**src/rtl/lsu_issue_queue_if.sv**
```systemverilog
// Interface bundling the dispatch, CDB and LSU issue signals of lsu_issue_queue.
// slave modport: the queue itself. master modport: the dispatch/CDB/LSU side.
interface lsu_issue_queue_if #(
    parameter int unsigned DEPTH      = 8,
    parameter int unsigned DISPATCH_W = 2,
    parameter int unsigned CDB_COUNT  = 2,
    parameter int unsigned DATA_W     = 32,
    parameter int unsigned TAG_W      = 6,
    parameter int unsigned PAYLOAD_W  = 64
);
    localparam int unsigned CNT_W = $clog2(DEPTH) + 1;

    logic                              flush_i;
    logic [DISPATCH_W-1:0]             disp_valid_i;
    logic [DISPATCH_W*PAYLOAD_W-1:0]   disp_payload_i;
    logic [DISPATCH_W*DATA_W-1:0]      disp_imm_i;
    logic [DISPATCH_W*2*TAG_W-1:0]     disp_tag_i;
    logic [DISPATCH_W*2-1:0]           disp_rdy_i;
    logic [DISPATCH_W*2*DATA_W-1:0]    disp_data_i;
    logic                              disp_ready_o;
    logic [CDB_COUNT-1:0]              cdb_valid_i;
    logic [CDB_COUNT*TAG_W-1:0]        cdb_tag_i;
    logic [CDB_COUNT*DATA_W-1:0]       cdb_data_i;
    logic                              iss_valid_o;
    logic                              iss_ready_i;
    logic [DATA_W-1:0]                 iss_vaddr_o;
    logic [DATA_W-1:0]                 iss_wdata_o;
    logic [PAYLOAD_W-1:0]              iss_payload_o;
    logic [CNT_W-1:0]                  free_cnt_o;

    modport slave (
        input  flush_i, disp_valid_i, disp_payload_i, disp_imm_i, disp_tag_i,
               disp_rdy_i, disp_data_i, cdb_valid_i, cdb_tag_i, cdb_data_i, iss_ready_i,
        output disp_ready_o, iss_valid_o, iss_vaddr_o, iss_wdata_o, iss_payload_o, free_cnt_o
    );

    modport master (
        output flush_i, disp_valid_i, disp_payload_i, disp_imm_i, disp_tag_i,
               disp_rdy_i, disp_data_i, cdb_valid_i, cdb_tag_i, cdb_data_i, iss_ready_i,
        input  disp_ready_o, iss_valid_o, iss_vaddr_o, iss_wdata_o, iss_payload_o, free_cnt_o
    );
endinterface

```
**src/rtl/lsu_issue_queue.sv**
```systemverilog
// In-order load/store issue queue: dispatch up to DISPATCH_W ops per cycle, wake up
// missing operands from the CDB, issue the head op through a registered valid/ready port
// with vaddr = src1 + imm and wdata = src0.
// Optional feature macro: LSU_IQ_CDB_BYPASS_EN (forward a head operand straight from the
// CDB into the issue register, saving one cycle). Undefined by default.
module lsu_issue_queue #(
    parameter int unsigned DEPTH      = 8,
    parameter int unsigned DISPATCH_W = 2,
    parameter int unsigned CDB_COUNT  = 2,
    parameter int unsigned DATA_W     = 32,
    parameter int unsigned TAG_W      = 6,
    parameter int unsigned PAYLOAD_W  = 64
) (
    input  logic               clk,
    input  logic               rst_n,
    lsu_issue_queue_if.slave   bus
);
    localparam int unsigned PTR_W = $clog2(DEPTH);
    localparam int unsigned CNT_W = $clog2(DEPTH) + 1;

    // Entry storage
    logic                 ent_valid   [DEPTH];
    logic [PAYLOAD_W-1:0] ent_payload [DEPTH];
    logic [DATA_W-1:0]    ent_imm     [DEPTH];
    logic [TAG_W-1:0]     ent_tag     [DEPTH][2];
    logic                 ent_rdy     [DEPTH][2];
    logic [DATA_W-1:0]    ent_data    [DEPTH][2];

    logic [PTR_W-1:0]     head, tail;
    logic [CNT_W-1:0]     free_cnt;

    // Issue output register
    logic                 iss_valid;
    logic [DATA_W-1:0]    iss_vaddr, iss_wdata;
    logic [PAYLOAD_W-1:0] iss_payload;

    // Unpacked CDB views
    logic                 cdb_v [CDB_COUNT];
    logic [TAG_W-1:0]     cdb_t [CDB_COUNT];
    logic [DATA_W-1:0]    cdb_d [CDB_COUNT];

    // Wakeup results per entry/source
    logic                 wake_hit  [DEPTH][2];
    logic [DATA_W-1:0]    wake_data [DEPTH][2];

    // Dispatch lane decode
    logic                 disp_ready;
    logic                 lane_we   [DISPATCH_W];
    logic [PTR_W-1:0]     lane_idx  [DISPATCH_W];
    logic [TAG_W-1:0]     lane_tag  [DISPATCH_W][2];
    logic                 lane_hit  [DISPATCH_W][2];
    logic [DATA_W-1:0]    lane_cdb  [DISPATCH_W][2];
    logic                 lane_rdy  [DISPATCH_W][2];
    logic [DATA_W-1:0]    lane_data [DISPATCH_W][2];
    logic [CNT_W-1:0]     accepted;

    // Head issue decision
    logic                 head_src_rdy [2];
    logic [DATA_W-1:0]    head_src     [2];
    logic                 head_ok;
    logic                 iss_load;

    // Search from the highest channel down so the lowest matching channel wins.
    function automatic logic [DATA_W:0] cdb_lookup(input logic [TAG_W-1:0] tag);
        logic [DATA_W:0] r;
        r = '0;
        for (int unsigned k = 0; k < CDB_COUNT; k++) begin
            if (cdb_v[CDB_COUNT-1-k] && cdb_t[CDB_COUNT-1-k] == tag)
                r = {1'b1, cdb_d[CDB_COUNT-1-k]};
        end
        return r;
    endfunction

    // Split the flattened CDB buses into per-channel fields
    always_comb begin
        for (int unsigned ch = 0; ch < CDB_COUNT; ch++) begin
            cdb_v[ch] = bus.cdb_valid_i[ch];
            cdb_t[ch] = bus.cdb_tag_i[ch*TAG_W +: TAG_W];
            cdb_d[ch] = bus.cdb_data_i[ch*DATA_W +: DATA_W];
        end
    end

    // Tag match of every waiting entry source against the CDB
    always_comb begin
        for (int unsigned e = 0; e < DEPTH; e++) begin
            for (int unsigned s = 0; s < 2; s++) begin
                wake_hit[e][s]  = 1'b0;
                wake_data[e][s] = '0;
                if (ent_valid[e] && !ent_rdy[e][s])
                    {wake_hit[e][s], wake_data[e][s]} = cdb_lookup(ent_tag[e][s]);
            end
        end
    end

    assign disp_ready = (free_cnt >= CNT_W'(DISPATCH_W));

    // Compact valid lanes into consecutive slots from tail; capture same-cycle CDB values
    always_comb begin
        accepted = '0;
        for (int unsigned l = 0; l < DISPATCH_W; l++) begin
            lane_we[l]  = disp_ready && bus.disp_valid_i[l];
            lane_idx[l] = tail + PTR_W'(accepted);
            if (lane_we[l])
                accepted = accepted + CNT_W'(1);
            for (int unsigned s = 0; s < 2; s++) begin
                lane_tag[l][s] = bus.disp_tag_i[(l*2+s)*TAG_W +: TAG_W];
                {lane_hit[l][s], lane_cdb[l][s]} = cdb_lookup(lane_tag[l][s]);
                lane_rdy[l][s]  = bus.disp_rdy_i[l*2+s] || lane_hit[l][s];
                lane_data[l][s] = bus.disp_rdy_i[l*2+s] ?
                                  bus.disp_data_i[(l*2+s)*DATA_W +: DATA_W] : lane_cdb[l][s];
            end
        end
    end

    // Head readiness and operand selection for the issue register
    always_comb begin
        for (int unsigned s = 0; s < 2; s++) begin
`ifdef LSU_IQ_CDB_BYPASS_EN
            head_src_rdy[s] = ent_rdy[head][s] || wake_hit[head][s];
            head_src[s]     = ent_rdy[head][s] ? ent_data[head][s] : wake_data[head][s];
`else
            head_src_rdy[s] = ent_rdy[head][s];
            head_src[s]     = ent_data[head][s];
`endif
        end
        head_ok  = ent_valid[head] && head_src_rdy[0] && head_src_rdy[1];
        iss_load = head_ok && (!iss_valid || bus.iss_ready_i);
    end

    // Entry state: wakeup latch, free on issue, write on dispatch
    always_ff @(posedge clk) begin
        if (!rst_n || bus.flush_i) begin
            for (int unsigned e = 0; e < DEPTH; e++)
                ent_valid[e] <= 1'b0;
        end else begin
            for (int unsigned e = 0; e < DEPTH; e++) begin
                for (int unsigned s = 0; s < 2; s++) begin
                    if (wake_hit[e][s]) begin
                        ent_rdy[e][s]  <= 1'b1;
                        ent_data[e][s] <= wake_data[e][s];
                    end
                end
            end
            if (iss_load)
                ent_valid[head] <= 1'b0;
            // Dispatch slots are always free entries, so they never collide with head or wakeup.
            for (int unsigned l = 0; l < DISPATCH_W; l++) begin
                if (lane_we[l]) begin
                    ent_valid[lane_idx[l]]   <= 1'b1;
                    ent_payload[lane_idx[l]] <= bus.disp_payload_i[l*PAYLOAD_W +: PAYLOAD_W];
                    ent_imm[lane_idx[l]]     <= bus.disp_imm_i[l*DATA_W +: DATA_W];
                    for (int unsigned s = 0; s < 2; s++) begin
                        ent_tag[lane_idx[l]][s]  <= lane_tag[l][s];
                        ent_rdy[lane_idx[l]][s]  <= lane_rdy[l][s];
                        ent_data[lane_idx[l]][s] <= lane_data[l][s];
                    end
                end
            end
        end
    end

    // Head/tail pointers and free-entry counter
    always_ff @(posedge clk) begin
        if (!rst_n || bus.flush_i) begin
            head     <= '0;
            tail     <= '0;
            free_cnt <= CNT_W'(DEPTH);
        end else begin
            head     <= head + PTR_W'(iss_load);
            tail     <= tail + PTR_W'(accepted);
            free_cnt <= free_cnt - accepted + CNT_W'(iss_load);
        end
    end

    // Registered issue port: load from head, hold while stalled, drop when accepted
    always_ff @(posedge clk) begin
        if (!rst_n || bus.flush_i) begin
            iss_valid   <= 1'b0;
            iss_vaddr   <= '0;
            iss_wdata   <= '0;
            iss_payload <= '0;
        end else if (iss_load) begin
            iss_valid   <= 1'b1;
            iss_vaddr   <= head_src[1] + ent_imm[head];
            iss_wdata   <= head_src[0];
            iss_payload <= ent_payload[head];
        end else if (bus.iss_ready_i) begin
            iss_valid   <= 1'b0;
        end
    end

    assign bus.disp_ready_o  = disp_ready;
    assign bus.iss_valid_o   = iss_valid;
    assign bus.iss_vaddr_o   = iss_vaddr;
    assign bus.iss_wdata_o   = iss_wdata;
    assign bus.iss_payload_o = iss_payload;
    assign bus.free_cnt_o    = free_cnt;

endmodule

```
**src/flat_wrapper.sv**
```systemverilog
// flat-port wrapper written by rule: the top's interface ports become plain ports
module lsu_issue_queue_flat 
#(
    parameter int unsigned DEPTH      = 8,
    parameter int unsigned DISPATCH_W = 2,
    parameter int unsigned CDB_COUNT  = 2,
    parameter int unsigned DATA_W     = 32,
    parameter int unsigned TAG_W      = 6,
    parameter int unsigned PAYLOAD_W  = 64
)
  (clk, rst_n, bus_flush_i, bus_disp_valid_i, bus_disp_payload_i, bus_disp_imm_i, bus_disp_tag_i, bus_disp_rdy_i, bus_disp_data_i, bus_cdb_valid_i, bus_cdb_tag_i, bus_cdb_data_i, bus_iss_ready_i, bus_disp_ready_o, bus_iss_valid_o, bus_iss_vaddr_o, bus_iss_wdata_o, bus_iss_payload_o, bus_free_cnt_o);
  lsu_issue_queue_if #(.DEPTH(DEPTH), .DISPATCH_W(DISPATCH_W), .CDB_COUNT(CDB_COUNT), .DATA_W(DATA_W), .TAG_W(TAG_W), .PAYLOAD_W(PAYLOAD_W)) bus_i ();
  input  logic clk;
  input  logic rst_n;
  input wire logic [$bits(bus_i.flush_i)-1:0] bus_flush_i;
  input wire logic [$bits(bus_i.disp_valid_i)-1:0] bus_disp_valid_i;
  input wire logic [$bits(bus_i.disp_payload_i)-1:0] bus_disp_payload_i;
  input wire logic [$bits(bus_i.disp_imm_i)-1:0] bus_disp_imm_i;
  input wire logic [$bits(bus_i.disp_tag_i)-1:0] bus_disp_tag_i;
  input wire logic [$bits(bus_i.disp_rdy_i)-1:0] bus_disp_rdy_i;
  input wire logic [$bits(bus_i.disp_data_i)-1:0] bus_disp_data_i;
  input wire logic [$bits(bus_i.cdb_valid_i)-1:0] bus_cdb_valid_i;
  input wire logic [$bits(bus_i.cdb_tag_i)-1:0] bus_cdb_tag_i;
  input wire logic [$bits(bus_i.cdb_data_i)-1:0] bus_cdb_data_i;
  input wire logic [$bits(bus_i.iss_ready_i)-1:0] bus_iss_ready_i;
  output wire logic [$bits(bus_i.disp_ready_o)-1:0] bus_disp_ready_o;
  output wire logic [$bits(bus_i.iss_valid_o)-1:0] bus_iss_valid_o;
  output wire logic [$bits(bus_i.iss_vaddr_o)-1:0] bus_iss_vaddr_o;
  output wire logic [$bits(bus_i.iss_wdata_o)-1:0] bus_iss_wdata_o;
  output wire logic [$bits(bus_i.iss_payload_o)-1:0] bus_iss_payload_o;
  output wire logic [$bits(bus_i.free_cnt_o)-1:0] bus_free_cnt_o;
  assign bus_i.flush_i = bus_flush_i;
  assign bus_i.disp_valid_i = bus_disp_valid_i;
  assign bus_i.disp_payload_i = bus_disp_payload_i;
  assign bus_i.disp_imm_i = bus_disp_imm_i;
  assign bus_i.disp_tag_i = bus_disp_tag_i;
  assign bus_i.disp_rdy_i = bus_disp_rdy_i;
  assign bus_i.disp_data_i = bus_disp_data_i;
  assign bus_i.cdb_valid_i = bus_cdb_valid_i;
  assign bus_i.cdb_tag_i = bus_cdb_tag_i;
  assign bus_i.cdb_data_i = bus_cdb_data_i;
  assign bus_i.iss_ready_i = bus_iss_ready_i;
  assign bus_disp_ready_o = bus_i.disp_ready_o;
  assign bus_iss_valid_o = bus_i.iss_valid_o;
  assign bus_iss_vaddr_o = bus_i.iss_vaddr_o;
  assign bus_iss_wdata_o = bus_i.iss_wdata_o;
  assign bus_iss_payload_o = bus_i.iss_payload_o;
  assign bus_free_cnt_o = bus_i.free_cnt_o;
  lsu_issue_queue #(.DEPTH(DEPTH), .DISPATCH_W(DISPATCH_W), .CDB_COUNT(CDB_COUNT), .DATA_W(DATA_W), .TAG_W(TAG_W), .PAYLOAD_W(PAYLOAD_W)) u_core (.clk(clk), .rst_n(rst_n), .bus(bus_i));
endmodule
```
**config.mk**
```make
export PLATFORM = sky130hd
export DESIGN_NAME = lsu_issue_queue_flat
export DESIGN_NICKNAME = d
export VERILOG_FILES = /design/src/rtl/lsu_issue_queue_if.sv /design/src/rtl/lsu_issue_queue.sv /design/src/flat_wrapper.sv
export SDC_FILE = /design/constraint.sdc
export NUM_CORES = 2
export LEC_CHECK = 0
export CELL_PAD_IN_SITES_DETAIL_PLACEMENT = 1
export CELL_PAD_IN_SITES_GLOBAL_PLACEMENT = 2
export CORE_MARGIN = 5
export CORE_UTILIZATION = 40
export CTS_BUF_LIST = sky130_fd_sc_hd__clkbuf_2 sky130_fd_sc_hd__clkbuf_4 sky130_fd_sc_hd__clkbuf_8
export CTS_CLUSTER_DIAMETER = 120
export DETAILED_ROUTE_END_ITERATION = 16
export PLACE_DENSITY_LB_ADDON = 0.1
export SLEW_MARGIN = 5
export SYNTH_ARGS = -nofsm -noshare
export SYNTH_HDL_FRONTEND = slang
export SYNTH_SLANG_ARGS = --single-unit
```
**constraint.sdc**
```tcl
create_clock -name clk -period 13.7 [get_ports clk]
set_clock_uncertainty 0.2 [all_clocks]
set_input_delay 1.37 -clock clk [delete_from_list [all_inputs] [get_ports clk]]
set_output_delay 1.37 -clock clk [all_outputs]
set_load 0.02 [all_outputs]
```
# [After elaboration in Yosys (flattened, before gate mapping)]
# Memories as Yosys holds them, arrays and structs flattened. A register that Yosys moved wholly into a read port is not among the register bits.
# Index checks and enable logic that the tools add are counted.
[classes] add_sub_neg=7 n_eq_ne=40 order_cmp=1 reduce_logical=89 mux=152
[ops] cell="33-bit 2-to-1 mux" count=40
[ops] cell="32-bit 2-to-1 mux" count=20
[ops] cell="6-bit == test" count=40
[ops] cell="1-bit 2-to-1 mux" count=84
[ops] cell="1-bit logical AND" count=61
[ops] cell="32-bit adder" count=1
[ops] cell="3-bit 2-to-1 mux" count=7
[ops] cell="1-bit zero test" count=18
[ops] cell="3-bit by 1-bit adder with 3-bit output" count=2
[ops] cell="1-bit logical OR" count=6
[ops] cell="4-bit by 1-bit adder with 4-bit output" count=1
[ops] cell="4-bit by 2-bit greater-or-equal comparator with 1-bit output (second input constant)" count=1
[ops] cell="4-bit 2-to-1 mux" count=1
[ops] cell="4-bit subtractor" count=1
[ops] cell="3-bit adder" count=1
[ops] cell="1-bit OR reduction" count=3
[ops] cell="1-bit by 1-bit adder with 2-bit output (second input constant)" count=1
[ops] cell="2-bit nonzero test" count=1
[word_totals] ram_bits=1400 output_inout_bits=134 word_cells=301 mem_count=6 reg_bits=75
[memory_table] memory="u_core.ent_data" depth=8 width=64 rd=1 rd_ports_with_merged_regs=1 wr=10 line_no="lsu_issue_queue.sv:27" rtl="logic [DATA_W-1:0] ent_data [DEPTH][2];"
[memory_table] memory="u_core.ent_payload" depth=8 width=64 rd=1 rd_ports_with_merged_regs=1 wr=2 line_no="lsu_issue_queue.sv:23" rtl="logic [PAYLOAD_W-1:0] ent_payload [DEPTH];"
[memory_table] memory="u_core.ent_imm" depth=8 width=32 rd=1 rd_ports_with_merged_regs=1 wr=2 line_no="lsu_issue_queue.sv:24" rtl="logic [DATA_W-1:0] ent_imm [DEPTH];"
[memory_table] memory="u_core.ent_tag" depth=8 width=12 rd=8 rd_ports_with_merged_regs=0 wr=2 line_no="lsu_issue_queue.sv:25" rtl="logic [TAG_W-1:0] ent_tag [DEPTH][2];"
[memory_table] memory="u_core.ent_rdy" depth=8 width=2 rd=9 rd_ports_with_merged_regs=1 wr=10 line_no="lsu_issue_queue.sv:26" rtl="logic ent_rdy [DEPTH][2];"
[memory_table] memory="u_core.ent_valid" depth=8 width=1 rd=9 rd_ports_with_merged_regs=1 wr=8 line_no="lsu_issue_queue.sv:22" rtl="logic ent_valid [DEPTH];"

# [Logic depth before layout (Yosys ltp)]
# An unclocked memory read counts as a cell.
[logic_depth] word_depth=9 mapped_depth=21 depth_no_buf=17

# [Worst setup path before layout]
# Ideal clock, no wire load.
[synth_path] kind="in2reg" start="input port bus_cdb_tag_i[6]" end="memory u_core.ent_data[3][32] (netlist bit) (enable)" t_arrival_ps=5746 setup_time_ps=511 required_time_ps=12989 stages=7 slack_ps=7244 path_cell_list="buf_2 > buf_2 > xnor2_1 > nand4_1 > nor4_1 > nor2_1 > o41ai_1"
[synth_rtl] element="from (decl)" line_no="flat_wrapper.sv:23" rtl="input wire logic [$bits(bus_i.cdb_tag_i)-1:0] bus_cdb_tag_i;"
[synth_rtl] element="to (decl)" line_no="lsu_issue_queue.sv:27"

==> impl_metrics.json <==
{
  "cts-resized-gates": 0,
  "dp.cells": 12200,
  "grt_pass1_vias": 85000,
  "dieWidth_microns": 480,
  "routabilityCongestion": 0.909,
  "path_class": "register to register",
  "worstReg2RegEnd": "u_core.bus.iss_vaddr_o[30]$_SDFFE_PN0P_",
  "critPathArrivalTime_ns": 8.11,
  "final-hold-violation-count": 0,
  "fin_crit_sh": 0.536,
  "synth_cell_types": 79,
  "p_leak_nw": 33.9,
  "clock.fmax_mhz": 136,
  "drtIter0Drc": 11200,
  "cpMaxStageDelayCell": "buf_4",
  "worstSkewPairLatency_ns": 1.09,
  "worst-path-stages": 18,
  "reg2reg_slack_ns": 6.36,
  "cp_slowest_stage_delay_ns": 0.83,
  "tns_ns": 0,
  "cp.buffers_inverters": 4,
  "place_hpwl_microns": 263000,
  "fp.dieArea_sq_um": 230000,
  "clk_pin_slew_ns": 0.06,
  "p_per_area_nw_per_um2": 120,
  "ctsHoldBuffers": 0,
  "synth_top_area_frac": 0.468,
  "period_minus_slack_ns": 7.34,
  "root_buffer": "clkbuf_8",
  "grt_antenna_before_repair": 55,
  "area_growth_syn_to_layout_pct": 15.1,
  "drv_cap": 0,
  "yosysWarnings": 0,
  "start_util": 0.402,
  "r2r-start": "u_core.head[2]$_SDFF_PN0_",
  "worst_ep_required_time_ns": 14.48,
  "cp_common_cell": "buf_4",
  "vias": 84700,
  "crit_end": "u_core.bus.iss_vaddr_o[30]$_SDFFE_PN0P_",
  "tightest_slew_ns": 1.42,
  "status": "complete, no violations",
  "core-area_sq_um": 220000,
  "cts_setup_buffers": 0,
  "rsz0062_at_grt": "no",
  "drtAntennaViolNets": 0,
  "cts.sinks": 1539,
  "htreeDepth": 5,
  "synth_top_cell_by_area": "edfxtp_1",
  "synth_area_per_cell_sq_um": 9.29,
  "synth_area_sq_um": 88300,
  "setup_violations": 0,
  "gr-total-overflow": 0,
  "path_max_fanout": 45,
  "synthCells": 9512,
  "ff2ff_path_depth": 18,
  "crit_family": "buffers and inverters",
  "worst_setup_path_start_kind": "register",
  "synth-seq-area-share": 0.505,
  "crit_path_start": "u_core.head[2]$_SDFF_PN0_",
  "synth-async-reset-ratio": 0,
  "relSlewSlack": 0.0420,
  "grt_pass1_wl_microns": 641000,
  "drive_gt1_frac": 0.114,
  "ys.flop_type": "edfxtp_1",
  "pin_count": 566,
  "ys_top_cells_by_area": "edfxtp_1 (47%), nand2_1 (12%), a22oi_1 (5.5%)",
  "final_max_slew_viol_count": 0,
  "synth-seq-cells": 1539,
  "path_cells": "buf_4 -> buf_4 -> nand2_1 -> nor2_4 -> buf_4 -> buf_4 -> a22oi_1 -> nand4_1 -> ha_1 -> a21oi_1 -> o21ai_0 -> or2_2 -> o21ba_2 -> a2111oi_2 -> o21ai_0 -> xor2_1 -> nand2_1 -> a21oi_1",
  "fin_cells": 12700,
  "cts_inserted_buffers": 306,
  "viasPerCell": 6.66,
  "dieHeight_microns": 480,
  "wirelength_microns": 463000,
  "final_nets": 9988,
  "grt_max_degree": 158,
  "post_drt_wl_per_cell_microns": 36.4,
  "end_kind": "register",
  "drt_first_pass_iters": 7,
  "synth_edf_count": 1376,
  "cts_tree": "done",
  "io_buffers": 565,
  "clockBufferDepth": 4,
  "grt_usage": 0.385,
  "hold_class": "register to register",
  "ir_drop_uv": 104,
  "remaining_drc_errors": 0,
  "rows": 172,
  "syn_nets": 9990
}
## layout by cell type, fill, tap and decap left out, types with 15 or more instances in the layout
master	instances
a21o_1	17
nand3_1	64
clkbuf_8	319
a22o_1	54
nand3b_1	18
a311oi_1	22
inv_1	19
a221oi_1	97
nand2b_1	24
a31oi_1	21
clkdlybuf4s50_1	563
mux2_2	143
a211oi_1	59
o21ai_0	319
buf_12	15
nor3_1	162
nor4_4	19
o21ai_2	60
a21oi_1	304
a221o_1	100
xnor2_1	149
nand2_1	2758
a22oi_1	648
edfxtp_1	1376
ha_1	43
mux2i_1	279
nand4_1	79
o211ai_1	27
clkinv_2	27
clkbuf_4	123
o22ai_1	479
buf_4	236
diode_2	29
mux4_2	34
nor2_1	388
dfxtp_1	160
o21ai_1	126
clkinv_1	44
xor2_1	122
## final cells by class
cell class              instances  area, sq um
fillers                     24500       118000
multi-input cells            6819        39700
diodes                         29         72.6
well taps                    2958         3700
inverters                      28          143
clock buffers                 442         5310
flip-flops and latches       1539        44600
repair buffers                816         7720
clock inverters                81          444
## cells in the mapped netlist (24+ instances only)
library cell  number
a221oi_1          97
o211ai_1          27
clkbuf_1         820
buf_2            159
edfxtp_1        1376
a22o_1            54
xor2_1           122
mux2_2           143
mux2i_1          279
a22oi_1          648
nor2_1           401
nand4_1           79
nor2b_1           24
a21oi_1          304
o21ai_0          329
o22ai_1          479
xnor2_1          149
a221o_1          100
nand2_1         2764
dfxtp_1          163
nand3_1           69
buf_1            121
o21ai_1          126
ha_1              43
mux4_2            34
a211oi_1          59
o21ai_2           60
nand2b_1          26
inv_1             27
nor3_1           167
## tightest hold or removal path: stages (launching register included)
cell and delay, ns:
dfxtp_1 0.31, nand2_1 0.05, a21oi_1 0.05
## registers in the layout (all words and copies together) (netlist names), 3 cells and up
| register | flops |
|---|---|
| u_core.ent_data | 512 |
| u_core.ent_tag | 96 |
| u_core.ent_rdy | 16 |
| u_core.bus.iss_vaddr_o | 32 |
| u_core.bus.iss_payload_o | 64 |
| u_core.tail | 3 |
| u_core.bus.free_cnt_o | 4 |
| u_core.bus.iss_wdata_o | 32 |
| u_core.ent_payload | 512 |
| u_core.ent_valid | 8 |
| u_core.head | 3 |
| u_core.ent_imm | 256 |
## layer usage
layer	up-vias	wire length [microns]	global-route usage
li1	34500	-	-
met4	30	30700	0.225
met2	5996	202000	0.590
met5	-	198	0.000829
met3	1489	53300	0.0991
met1	42700	177000	0.494
## how the worst min path moves through the flow
stage | from | endpoint | slack [ns] | cells past startpoint
after floorplan | u_core.ent_valid[4]$_DFF_P_ | u_core.ent_valid[4]$_DFF_P_ | 0.28 | 2
after global placement | u_core.bus.iss_payload_o[36]$_SDFFE_PN0P_ | u_core.bus.iss_payload_o[36]$_SDFFE_PN0P_ | 0.24 | 2
after detailed placement | u_core.bus.iss_payload_o[36]$_SDFFE_PN0P_ | u_core.bus.iss_payload_o[36]$_SDFFE_PN0P_ | 0.26 | 2
after CTS | u_core.bus.iss_payload_o[36]$_SDFFE_PN0P_ | u_core.bus.iss_payload_o[36]$_SDFFE_PN0P_ | 0.26 | 2
after global routing | u_core.bus.iss_payload_o[36]$_SDFFE_PN0P_ | u_core.bus.iss_payload_o[36]$_SDFFE_PN0P_ | 0.28 | 2
final | u_core.bus.iss_payload_o[36]$_SDFFE_PN0P_ | u_core.bus.iss_payload_o[36]$_SDFFE_PN0P_ | 0.26 | 2
## report_power, final
group	leakage [nW]	internal, mW	switching, mW
Combinational	17.6	0.661	1.42
Clock	3.08	2.53	2.15
Sequential	13.3	5.34	0.113
## kinds of logic after synthesis
logic type / count (synthesis) / synth area share
flip-flops: 1539 / 0.505
AO/OA/AOI/OAI: 2397 / 0.182
buffers and inverters: 1154 / 0.0526
multiplexers: 459 / 0.0589
XOR/XNOR: 271 / 0.0269
adder cells (fa/ha/maj): 46 / 0.00677
AND/OR/NAND/NOR: 3646 / 0.168
## metrics by stage
stage               setup WS (ns)  hold WS, ns  total power [mW]  instance area (sq um)  utilization
floorplan                    7.24        0.280              6.68                  88300            -
global placement             6.57        0.244              7.52                  95900        0.436
detailed placement           6.51        0.256              7.57                  95900        0.436
CTS                          6.48        0.265              12.2                 102000        0.462
global route                 6.13        0.279              12.6                 102000        0.463
finish                       6.36        0.258              12.2                 102000        0.463
(Power assumes the default switching activity.)
